==> src/rtl/fp_sign_unit.sv <==
// Sign/magnitude front end for FPU add/sub: result sign, effective op, swap and special flags.
// Latency 2 cycles (S1 compare/classify, S2 decide); full throughput; valid/ready stalls hold S2.
// Backpressure propagates stage by stage; FP_SIGN_SPECIALS_EN enables Inf/NaN handling.
module fp_sign_unit #(
    parameter int EXP_BITS  = 8,
    parameter int MANT_BITS = 23,
    parameter int TAG_BITS  = 4
) (
    input  logic                          clk,
    input  logic                          rst_n,
    input  logic                          in_valid,
    output logic                          in_ready,
    input  logic [EXP_BITS+MANT_BITS:0]   op_a,
    input  logic [EXP_BITS+MANT_BITS:0]   op_b,
    input  logic                          operation_select,
    input  logic                          rm_down,
    input  logic [TAG_BITS-1:0]           in_tag,
    output logic                          out_valid,
    input  logic                          out_ready,
    output logic                          sign_r,
    output logic                          eff_sub,
    output logic                          swap,
    output logic                          exact_cancel,
    output logic                          inf_r,
    output logic                          nan_r,
    output logic                          invalid,
    output logic [TAG_BITS-1:0]           out_tag
);
    localparam int MW = EXP_BITS + MANT_BITS;

    logic                en1, en2;
    logic                v1;
    logic                s1_sign_a, s1_sign_b_op, s1_rm_down, s1_gt, s1_eq;
    logic [TAG_BITS-1:0] s1_tag;
    logic                sign_b_op;

    assign en2       = !out_valid || out_ready;
    assign en1       = !v1 || en2;
    assign in_ready  = en1;
    assign sign_b_op = operation_select ? op_b[MW] : ~op_b[MW];

`ifdef FP_SIGN_SPECIALS_EN
    logic s1_inf_a, s1_nan_a, s1_inf_b, s1_nan_b;

    function automatic logic exp_max(input logic [MW-1:0] m);
        return &m[MW-1:MANT_BITS];
    endfunction

    function automatic logic mant_nz(input logic [MW-1:0] m);
        return |m[MANT_BITS-1:0];
    endfunction

    always_ff @(posedge clk) begin
        if (!rst_n) begin
            s1_inf_a <= 1'b0;
            s1_nan_a <= 1'b0;
            s1_inf_b <= 1'b0;
            s1_nan_b <= 1'b0;
        end else if (en1) begin
            s1_inf_a <= exp_max(op_a[MW-1:0]) && !mant_nz(op_a[MW-1:0]);
            s1_nan_a <= exp_max(op_a[MW-1:0]) &&  mant_nz(op_a[MW-1:0]);
            s1_inf_b <= exp_max(op_b[MW-1:0]) && !mant_nz(op_b[MW-1:0]);
            s1_nan_b <= exp_max(op_b[MW-1:0]) &&  mant_nz(op_b[MW-1:0]);
        end
    end
`endif

    // Unsigned compare of {exp,mant} orders IEEE magnitudes; zeros fall out as magnitude 0.
    always_ff @(posedge clk) begin
        if (!rst_n) begin
            v1           <= 1'b0;
            s1_sign_a    <= 1'b0;
            s1_sign_b_op <= 1'b0;
            s1_rm_down   <= 1'b0;
            s1_gt        <= 1'b0;
            s1_eq        <= 1'b0;
            s1_tag       <= '0;
        end else if (en1) begin
            v1           <= in_valid;
            s1_sign_a    <= op_a[MW];
            s1_sign_b_op <= sign_b_op;
            s1_rm_down   <= rm_down;
            s1_gt        <= op_a[MW-1:0] > op_b[MW-1:0];
            s1_eq        <= op_a[MW-1:0] == op_b[MW-1:0];
            s1_tag       <= in_tag;
        end
    end

    logic n_sign, n_eff_sub, n_swap, n_cancel, n_inf, n_nan, n_invalid;

    always_comb begin
        n_sign    = 1'b0;
        n_swap    = 1'b0;
        n_cancel  = 1'b0;
        n_inf     = 1'b0;
        n_nan     = 1'b0;
        n_invalid = 1'b0;
        n_eff_sub = s1_sign_a ^ s1_sign_b_op;
`ifdef FP_SIGN_SPECIALS_EN
        if (s1_nan_a || s1_nan_b) begin
            n_nan = 1'b1;
        end else if (s1_inf_a && s1_inf_b && n_eff_sub) begin
            n_nan     = 1'b1;
            n_invalid = 1'b1;
        end else if (s1_inf_a) begin
            n_inf  = 1'b1;
            n_sign = s1_sign_a;
        end else if (s1_inf_b) begin
            n_inf  = 1'b1;
            n_sign = s1_sign_b_op;
        end else
`endif
        if (s1_gt) begin
            n_sign = s1_sign_a;
        end else if (!s1_eq) begin
            n_sign = s1_sign_b_op;
            n_swap = 1'b1;
        end else if (!n_eff_sub) begin
            n_sign = s1_sign_a;
        end else begin
            n_cancel = 1'b1;
            n_sign   = s1_rm_down;
        end
    end

    always_ff @(posedge clk) begin
        if (!rst_n) begin
            out_valid    <= 1'b0;
            sign_r       <= 1'b0;
            eff_sub      <= 1'b0;
            swap         <= 1'b0;
            exact_cancel <= 1'b0;
            inf_r        <= 1'b0;
            nan_r        <= 1'b0;
            invalid      <= 1'b0;
            out_tag      <= '0;
        end else if (en2) begin
            out_valid    <= v1;
            sign_r       <= n_sign;
            eff_sub      <= n_eff_sub;
            swap         <= n_swap;
            exact_cancel <= n_cancel;
            inf_r        <= n_inf;
            nan_r        <= n_nan;
            invalid      <= n_invalid;
            out_tag      <= s1_tag;
        end
    end
endmodule
==> config.mk <==
export PLATFORM = sky130hd
export DESIGN_NAME = fp_sign_unit
export DESIGN_NICKNAME = d
export VERILOG_FILES = /design/src/rtl/fp_sign_unit.sv
export SDC_FILE = /design/constraint.sdc
export NUM_CORES = 1
export LEC_CHECK = 0
export ABC_AREA = 1
export BUFFER_PORTS_ARGS = -buffer_cell sky130_fd_sc_hd__buf_2
export CORE_AREA = 2 2 68 70
export CTS_CLUSTER_DIAMETER = 40
export CTS_CLUSTER_SIZE = 20
export DETAILED_ROUTE_END_ITERATION = 10
export DIE_AREA = 0 0 70 72
export MAX_ROUTING_LAYER = met4
export PLACE_DENSITY_LB_ADDON = 0.12
export SYNTH_ARGS = -nofsm -noshare
export SYNTH_HDL_FRONTEND = slang
export SYNTH_SLANG_ARGS = --single-unit
==> constraint.sdc <==
create_clock -name clk -period 1.1 [get_ports clk]
set_clock_uncertainty 0.1 [all_clocks]
set_input_delay 0.055 -clock clk [delete_from_list [all_inputs] [get_ports clk]]
set_output_delay 0.055 -clock clk [all_outputs]
set_load 0.02 [all_outputs]
======== Word-level counts from Yosys, hierarchy flattened ========
Cells that the tools add are included.
operators by class
  equality and inequality tests ........... 1
  order comparisons ....................... 1
  bitwise gates (word level) .............. 2
  mux-type cells .......................... 9
  reductions and logical operators ........ 4
operators with widths
  cell              number
  $eq 31x31->1      1
  $gt 31x31->1      1
  $mux 1            9
  $logic_not 1->1   2
  $logic_or 1x1->1  2
  $not 1->1         1
  $xor 1x1->1       1
word-level totals
  flip-flop bits (word level) ............. 19
  output and inout bits ................... 13
  input bits .............................. 74

======== Longest topological paths before layout ========
Gate-level depths: netlist of the first run.
  word-level depth ........................ 4
  depth in mapped cells ................... 13
  mapped depth without buffers ............ 13

======== Worst setup path before layout of the first run ========
No wires, ideal clock.
  path kind ............................... flip-flop to flip-flop
  start ................................... register out_valid
  end ..................................... register s1_rm_down
  library setup time ...................... 0.114 ns
  data arrival time ....................... 1.200 ns
  path slack .............................. -0.314 ns
  required time ........................... 0.886 ns
  cell stages (with the launch flop) ...... 8
  path through ............................ dfxtp_1 inv_1 nor2_4 inv_4 nor2_8 inv_1 nor2_1 nor2_1
between the ends
  cells in the longest elaborated chain, start to end .. 3
ends and longest elaborated chain
  element                 RTL line  source
  from (decl)             18        output logic out_valid,
  from (signal assigned)  138       out_valid <= v1;
  $logic_not 1->1         37        assign en2 = !out_valid || out_ready;
  $logic_or 1x1->1        37
  $logic_or 1x1->1        38        assign en1 = !v1 || en2;
  via in_ready            12        output logic in_ready,
  to (signal assigned)    82        s1_rm_down <= rm_down;
  to (decl)               33        logic s1_sign_a, s1_sign_b_op, s1_rm_down, s1_gt, s1_eq;
The timed path passes the listed nets, and every way through them passes these cells.
A chain may end at the register's enable or synchronous reset.

======== Final worst setup path of the first run ========
  start ................................... register out_valid
  end ..................................... output in_ready
between the ends
  cells in the longest elaborated chain, start to end .. 3
ends and longest elaborated chain
  element           RTL line
  $logic_not 1->1   37
  $logic_or 1x1->1  37
  $logic_or 1x1->1  38
  to (decl)         12
No other way between the ends.

==> reports/metrics.yaml, run 1 <==
clockRootBuffer: "clkbuf_8"
cts_tree: "yes"
syn_area_mm2: 0.00168
drtIter0Drc: 24
cap_violations: 0
grt_pass1_vias: 1661
h-tree-depth: 1
yosys.area.top_type: "ha_1"
whs_path_depth: 3
period_needed_ns: 1.30
r2r_setup_slack_ns: -0.15
cp_data_required_time_ns: 0.94
regArea_um2: 389
cts.path.max_buffers: 2
layout_setup_ws_ns: -0.197
clock_sink_count: 19
antenna_left: 0
synth_area_leaders: "ha_1 23%, dfxtp_1 23%, inv_1 13%, nand2_1 12%, nor2_1 8.3%"
synth_most_common_cell: "inv_1"
cp-start-kind: "flop"
vdd_drop_max_uv: 372
die_w_um: 70
run_status: "finished with violations"
ys_top_cells_by_count: "57 x inv_1, 55 x nand2_1, 37 x nor2_1"
hold_viol: 0
placementRows: 24
cp.arrival_ns: 1.14
pin_count: 87
core_area_mm2: 0.00426
clk_latency_ns: 0.25
max_stage_delay_ns: 0.35
setup_viol: 19
dieArea_mm2: 0.00504
dp_hpwl_um: 3210
via_per_inst: 4.38
final_cells: 411
numCtsBuffers: 3
start_util: 0.394
die-height_um: 72
violations: "negative setup slack"
worst-r2r-cell-count: 8
grt_pass1_wl_um: 6400
port_buffers: 83
timing.fmax_ghz: 0.771
ys_warn_count: 0
post-route-period-util: 1.18
syn_inst: 256
drv_slew: 0
crit_type: "reg -> out"
async_flop_share: 0
r2r-start: "out_valid"
worstHoldStart: "rst_n"
ys_ff_latch: 19
whs_ns: 0.0407
gr-total-overflow: 0
clk_pin_slew_ns: 0.07
multi_input_area_mm2: 0.00110
drcViolationCount: 0
avgSynthCellArea_um2: 6.57
yosysTopAreaCellShare: 0.231
dr_total_vias: 1800
design_area_mm2: 0.00242
grt_antenna_before_repair: 0
synth_edf_count: 0
path_max_fanout: 2
rsz0062_at_grt: "yes"
final_core_util: 0.567
synthFlopType: "dfxtp_1"
fill_cells: 440
grt_usage: 0.158
power_density_mw_per_mm2: 772
nNetsFinal: 465
leakagePower_nw: 1.47
synth.distinct_cells: 25
crit_slowest_cell: "dfxtp_4"
wl_per_cell_um: 9.23
place_inst: 396
drive_above_1_share: 0.351
hold_class: "in -> reg"
holdPathEnd: "s1_sign_b_op"
gp_congestion: 0.735
postPlaceCellArea_mm2: 0.00220
r2r-end: "s1_sign_a"
yosysSeqAreaShare: 0.226
path_cells: "inv_2 -> nor2_4 -> inv_4 -> nor2_8 -> clkinvlp_4 -> buf_6"
cp-end-kind: "output port"
grt_max_degree: 16
wl_um: 3790
antennaDiodeCount: 0
areaGrowthSynthToFinish_pct: 43.9
first_pass_iters: 4
==> where the power goes <==
part / total (mW) / internal, mW / switching, mW
sequential: 0.758 / 0.730 / 0.0276
clock: 0.479 / 0.252 / 0.227
combinational: 0.633 / 0.303 / 0.329
total: 1.87 / 1.29 / 0.584
==> logic make-up after synthesis <==
group,after synthesis,share of synthesized area
AOI/OAI and AO/OA,38,0.124
xor gates and xnor gates,1,0.00521
adders and majority gates,31,0.231
DFF,19,0.226
other,1,0.00223
and+or+nand+nor,103,0.256
buffers and inverters,63,0.156
==> worst max path at each step <==
stage              start    endpoint  slack (ns)  cells after the start
3_5_place_dp     op_a[6]       s1_gt       -0.31                     12
5_1_grt        out_valid    in_ready       -0.27                      6
3_3_place_gp     op_a[6]       s1_gt       -0.31                     12
6_report       out_valid    in_ready       -0.20                      6
2_1_floorplan  out_valid  s1_rm_down       -0.19                      7
4_1_cts        out_valid    in_ready       -0.25                      6
==> final cells by class <==
cell class                      count  area share
Multi-Input combinational cell    176       0.454
Timing Repair Buffer              102       0.247
Sequential cell                    19       0.161
Inverter                           58      0.0926
Tap cell                           52      0.0269
Clock buffer                        3      0.0171
Clock inverter                      1     0.00207
==> critical path, delay by kind of cell (launching register included) <==
kind	cells	cell delay, ns
buffers and inverters	4	0.35
flip-flops	1	0.35
AND/OR/NAND/NOR	2	0.20
==> through the flow <==
step / setup slack, ns / setup TNS (ns) / power [mW]
5_1_grt: -0.266 / -3.07 / 2.02
3_3_place_gp: -0.306 / -1.22 / 1.36
3_5_place_dp: -0.307 / -1.16 / 1.37
6_report: -0.197 / -1.72 / 1.87
2_1_floorplan: -0.193 / -1.46 / 1.13
4_1_cts: -0.247 / -2.64 / 1.88
==> layer usage <==
| layer | track usage | vias up | share of wire |
|---|---|---|---|
| li1 | - | 997 | - |
| met1 | 0.173 | 752 | 0.43 |
| met2 | 0.291 | 47 | 0.51 |
| met3 | 0.0236 | 4 | 0.051 |
| met4 | 0.0577 | 0 | 0.012 |
| met5 | - | - | 0 |
==> layout by cell type (no fill, tap or decap), types with 2 or more instances in the layout <==
cell type       n
a21oi_1        13
a21oi_2         5
conb_1          3
dlygate4sd3_1   7
buf_2          82
a21o_1          2
o21ai_0         4
nand3_1         2
clkbuf_8        3
buf_6           5
nand2_2         3
dfxtp_4         2
nand2_1        53
inv_1          54
inv_2           2
ha_1           31
nor2_1         30
dfxtp_1        16
buf_4           8
o21ai_1         9
nor2_2          7
nand4_1         6
==> registers in the layout (all words and copies together) (netlist names) <==
name,flops
eff_sub,1
v1,1
sign_r,1
s1_sign_a,1
s1_tag,4
s1_eq,1
s1_gt,1
s1_sign_b_op,1
out_tag,4
swap,1
s1_rm_down,1
out_valid,1
exact_cancel,1
==> what timing repair did <==
item / CTS / global route
pin swaps: 2 / 7
setup buffers: 3 / 1
endpoints found under the hold margin: 7 / 0
endpoints found under the setup margin: 11 / 19
resized for setup: 6 / 23
hold buffers: 7 / 0
(Power assumes the default switching activity.)
==> run 2: changes to the inputs <==
CORE_AREA = 2 2 67 69   (was 2 2 68 70)
CTS_BUF_LIST = sky130_fd_sc_hd__clkbuf_2   (was default)
DIE_AREA = 0 0 69 71   (was 0 0 70 72)
==> reports/metrics.yaml, run 2 (synthesized netlist as in run 1, its figures left out) <==
run_status: "finished with violations"
violations: "negative setup slack"
setup_viol: 18
first_pass_iters: 4
cp-startpoint: "out_valid"
core_area_mm2: 0.00420
nNetsFinal: 467
wl_per_cell_um: 8.92
fill_cells: 425
grt_pass1_wl_um: 6270
placementRows: 24
timing.fmax_ghz: 0.788
leakagePower_nw: 1.47
hold_viol: 0
period_needed_ns: 1.27
cts.path.max_buffers: 2
cts_tree: "yes"
die-height_um: 71
cap_violations: 0
grt_antenna_before_repair: 0
hold_class: "in -> reg"
r2r-end: "s1_tag[3]"
start_util: 0.400
place_inst: 397
h-tree-depth: 1
vdd_drop_max_uv: 339
final_cells: 413
r2r-start: "out_valid"
numCtsBuffers: 3
clk_pin_slew_ns: 0.17
cp_data_required_time_ns: 0.94
dp_hpwl_um: 3070
drtIter0Drc: 53
crit_end: "in_ready"
gr-total-overflow: 0
path_max_fanout: 2
cp-end-kind: "output port"
die_w_um: 69
r2r_setup_slack_ns: -0.15
drive_above_1_share: 0.332
drcViolationCount: 0
pin_count: 87
via_per_inst: 4.28
grt_max_degree: 11
areaGrowthSynthToFinish_pct: 41.6
clk_latency_ns: 0.29
grt_pass1_vias: 1587
dp_slack_ns: -0.310
layout_commonest_cell: "buf_2"
cp-start-kind: "flop"
worst-r2r-cell-count: 8
regArea_um2: 384
drv_slew: 0
power_density_mw_per_mm2: 709
clock_sink_count: 19
dr_total_vias: 1766
dieArea_mm2: 0.00490
antenna_left: 0
clockRootBuffer: "clkbuf_2"
cp.arrival_ns: 1.11
grt_usage: 0.155
layout_setup_ws_ns: -0.169
top_regs: "out_tag (4), s1_tag (4)"
port_buffers: 83
post-route-period-util: 1.15
multi_input_area_mm2: 0.00109
antennaDiodeCount: 0
gp_congestion: 0.777
wl_um: 3690
rsz0062_at_grt: "yes"
final_cell_mix: "82 x buf_2, 55 x inv_1, 54 x nand2_1"
crit_type: "reg -> out"
## run 2: cell types whose count changed in the layout (fill, tap and decap cells not counted), sizes merged
cell / before / now
clkinv: 1 / 0
clkinvlp: 1 / 0
inv: 57 / 58
buf: 95 / 96
clkbuf: 3 / 4
dlygate4sd3: 7 / 8
## run 2: timing repair
action | in CTS | in global routing
gates resized for setup | 10 | 9
pin swaps | 2 | 3
setup buffers | 5 | 0
hold buffers | 8 | 0
setup endpoints to repair | 10 | 20
endpoints found under the hold margin | 10 | 0
## run 2: report_power, final
part           leakage (nW)  switching [mW]  internal (mW)
registers             0.158          0.0259          0.731
logic                  1.29           0.328          0.307
clock network        0.0166           0.200         0.0964
total                  1.47           0.554           1.13
## run 2: worst min-delay path by stage
stage,depth (start not counted),slack [ns],endpoint,from
final,5,0.1,out_valid,out_ready
after global routing,4,0.08,s1_sign_b_op,op_b[31]
after CTS,4,0.09,s1_sign_b_op,op_b[31]
after detailed placement,2,0.18,v1,in_valid
after global placement,2,0.17,v1,in_valid
after floorplan,1,0.08,v1,in_valid
## run 2: layout make-up
cell class,instances,area share
sequential,19,0.161
inverter,58,0.0935
tap,52,0.0273
clock buffer,4,0.00841
timing repair buffer,104,0.253
multi-input combinational,176,0.456
## run 2: worst max-delay path: stages (launching register included)
cell	delay, ns
dfxtp_4	0.38
inv_2	0.04
nor2_4	0.10
inv_4	0.06
nor2_8	0.09
inv_4	0.04
buf_6	0.12
## run 2: per-layer routing
layer	global-route usage	routed length [um]
met4	0.0327	22
met3	0.0199	218
met5	-	0
met1	0.178	1600
met2	0.286	1850
## run 2: metrics by stage
stage,util,power (mW),TNS (ns),area (um2),hold WS (ns)
after detailed placement,0.525,1.37,-0.818,2210,0.180
after global placement,0.525,1.37,-0.778,2210,0.174
after global routing,0.566,1.83,-3.26,2380,0.0844
after CTS,0.563,1.71,-3.31,2370,0.0876
final,0.566,1.69,-1.79,2380,0.0979
after floorplan,-,1.13,-1.46,1700,0.0788
==> run 3: changes to the inputs <==
CTS_CLUSTER_DIAMETER = 60   (was 40)
GPL_TIMING_DRIVEN = 0   (was default)
SKIP_CTS_REPAIR_TIMING = 1   (was default)
==> reports/metrics.yaml, run 3 (synthesized netlist as in run 1, its figures left out) <==
max_stage_delay_ns: 0.38
crit_type: "reg -> out"
fill_cells: 448
hold_class: "in -> reg"
h-tree-depth: 1
hold_viol: 0
dr_total_vias: 1802
nNetsFinal: 467
final_cell_mix: "83 x buf_2, 55 x inv_1, 55 x nand2_1"
drcViolationCount: 0
cp-start-kind: "flop"
crit_slowest_cell: "dfxtp_4"
first_pass_iters: 5
antenna_left: 0
power.switching_uw: 552
die-height_um: 71
gr-total-overflow: 0
start_util: 0.400
power_density_mw_per_mm2: 712
port_buffers: 83
violations: "negative setup slack"
cp-end-kind: "output port"
antennaDiodeCount: 0
grt_pass1_vias: 1583
pin_count: 87
run_status: "finished with violations"
cts_tree: "yes"
final_core_util: 0.562
p_int_mw: 1.13
period_needed_ns: 1.55
areaGrowthSynthToFinish_pct: 40.4
leakagePower_nw: 1.47
numCtsBuffers: 3
wl_um: 3700
clock_sink_count: 19
grt_max_degree: 11
post-route-period-util: 1.41
worst-path-buf-inv: 4
placementRows: 24
core_area_mm2: 0.00420
postPlaceCellArea_mm2: 0.00218
pwr-share-clk: 0.180
cp_data_required_time_ns: 0.94
design_area_mm2: 0.00236
layout_setup_ws_ns: -0.451
rsz0062_at_grt: "yes"
path_max_fanout: 10
clockRootBuffer: "clkbuf_2"
top_regs: "out_tag (4), s1_tag (4)"
vdd_drop_max_uv: 286
drtIter0Drc: 61
setup_viol: 14
p_comb_frac: 0.371
grt_pass1_wl_um: 6120
power.share.sequential: 0.449
cts.path.max_buffers: 2
wl_per_cell_um: 8.96
dieArea_mm2: 0.00490
timing.fmax_ghz: 0.645
multi_input_area_mm2: 0.00106
cap_violations: 0
clk_pin_slew_ns: 0.17
path_cells: "inv_2 -> nor2_4 -> inv_6 -> nor2_8 -> clkinvlp_4 -> buf_2"
regArea_um2: 388
p_sw_frac: 0.328
grt_usage: 0.150
gp_congestion: 0.743
layout_commonest_cell: "buf_2"
crit_family: "buffers and inverters"
clk_latency_ns: 0.30
grt_antenna_before_repair: 0
via_per_inst: 4.36
dp_hpwl_um: 3150
drv_slew: 0
cp.arrival_ns: 1.40
drive_above_1_share: 0.316
die_w_um: 69
==> run 3: cell types whose count changed in the layout (fill, tap and decap cells not counted), moves of 2 or more <==
cell,delta
nor2_2,-5
a21oi_1,+2
inv_4,-2
dfxtp_1,-3
dfxtp_2,+3
a21oi_2,-2
buf_6,-2
nor2_1,+5
==> run 3: metal layers <==
metal,vias to the layer above,GRT usage,share of wire
li1,999,-,-
met1,748,0.178,0.44
met2,51,0.271,0.50
met3,4,0.0171,0.048
met4,0,0.0392,0.010
met5,-,-,0
==> run 3: power by group through the flow <==
stage	clock network (mW)	registers [mW]	logic, mW
finish	0.302	0.755	0.624
global route	0.350	0.762	0.726
CTS	0.318	0.754	0.599
detailed placement	0	0.769	0.595
global placement	0	0.767	0.587
floorplan	0	0.791	0.343
==> run 3: worst reg2reg max path, delay by kind of cell (launching register included) <==
kind / cells / cell delay (ns)
flip-flops: 1 / 0.38
AND/OR/NAND/NOR: 3 / 0.42
AO/OA/AOI/OAI: 1 / 0.07
buffers and inverters: 4 / 0.39
==> run 3: layout make-up <==
class                           instances  area share
Timing Repair Buffer                   99       0.235
Inverter                               58      0.0959
Tap cell                               52      0.0276
Multi-Input combinational cell        176       0.451
Clock buffer                            4     0.00848
Sequential cell                        19       0.164
Buffer                                  5      0.0175
==> run 3: final timing paths <==
kind / start / end / slack (ns) / cells past startpoint
setup / recovery: out_valid / in_ready / -0.45 / 6
hold / removal: out_ready / out_valid / 0.009 / 4
setup reg to reg: out_valid / s1_sign_a / -0.30 / 8
hold reg to reg: eff_sub / eff_sub / 0.38 / 2
==> run 3: metrics by stage <==
step	setup slack [ns]	power (mW)	setup TNS [ns]	instances	hold slack, ns
after floorplan	-0.193	1.13	-1.46	258	0.0788
after global placement	-0.280	1.35	-2.33	393	0.168
after detailed placement	-0.288	1.36	-2.37	393	0.174
after CTS	-0.567	1.67	-3.00	397	-0.156
after global routing	-0.587	1.84	-5.05	413	-0.0183
final	-0.451	1.68	-3.20	413	0.00920
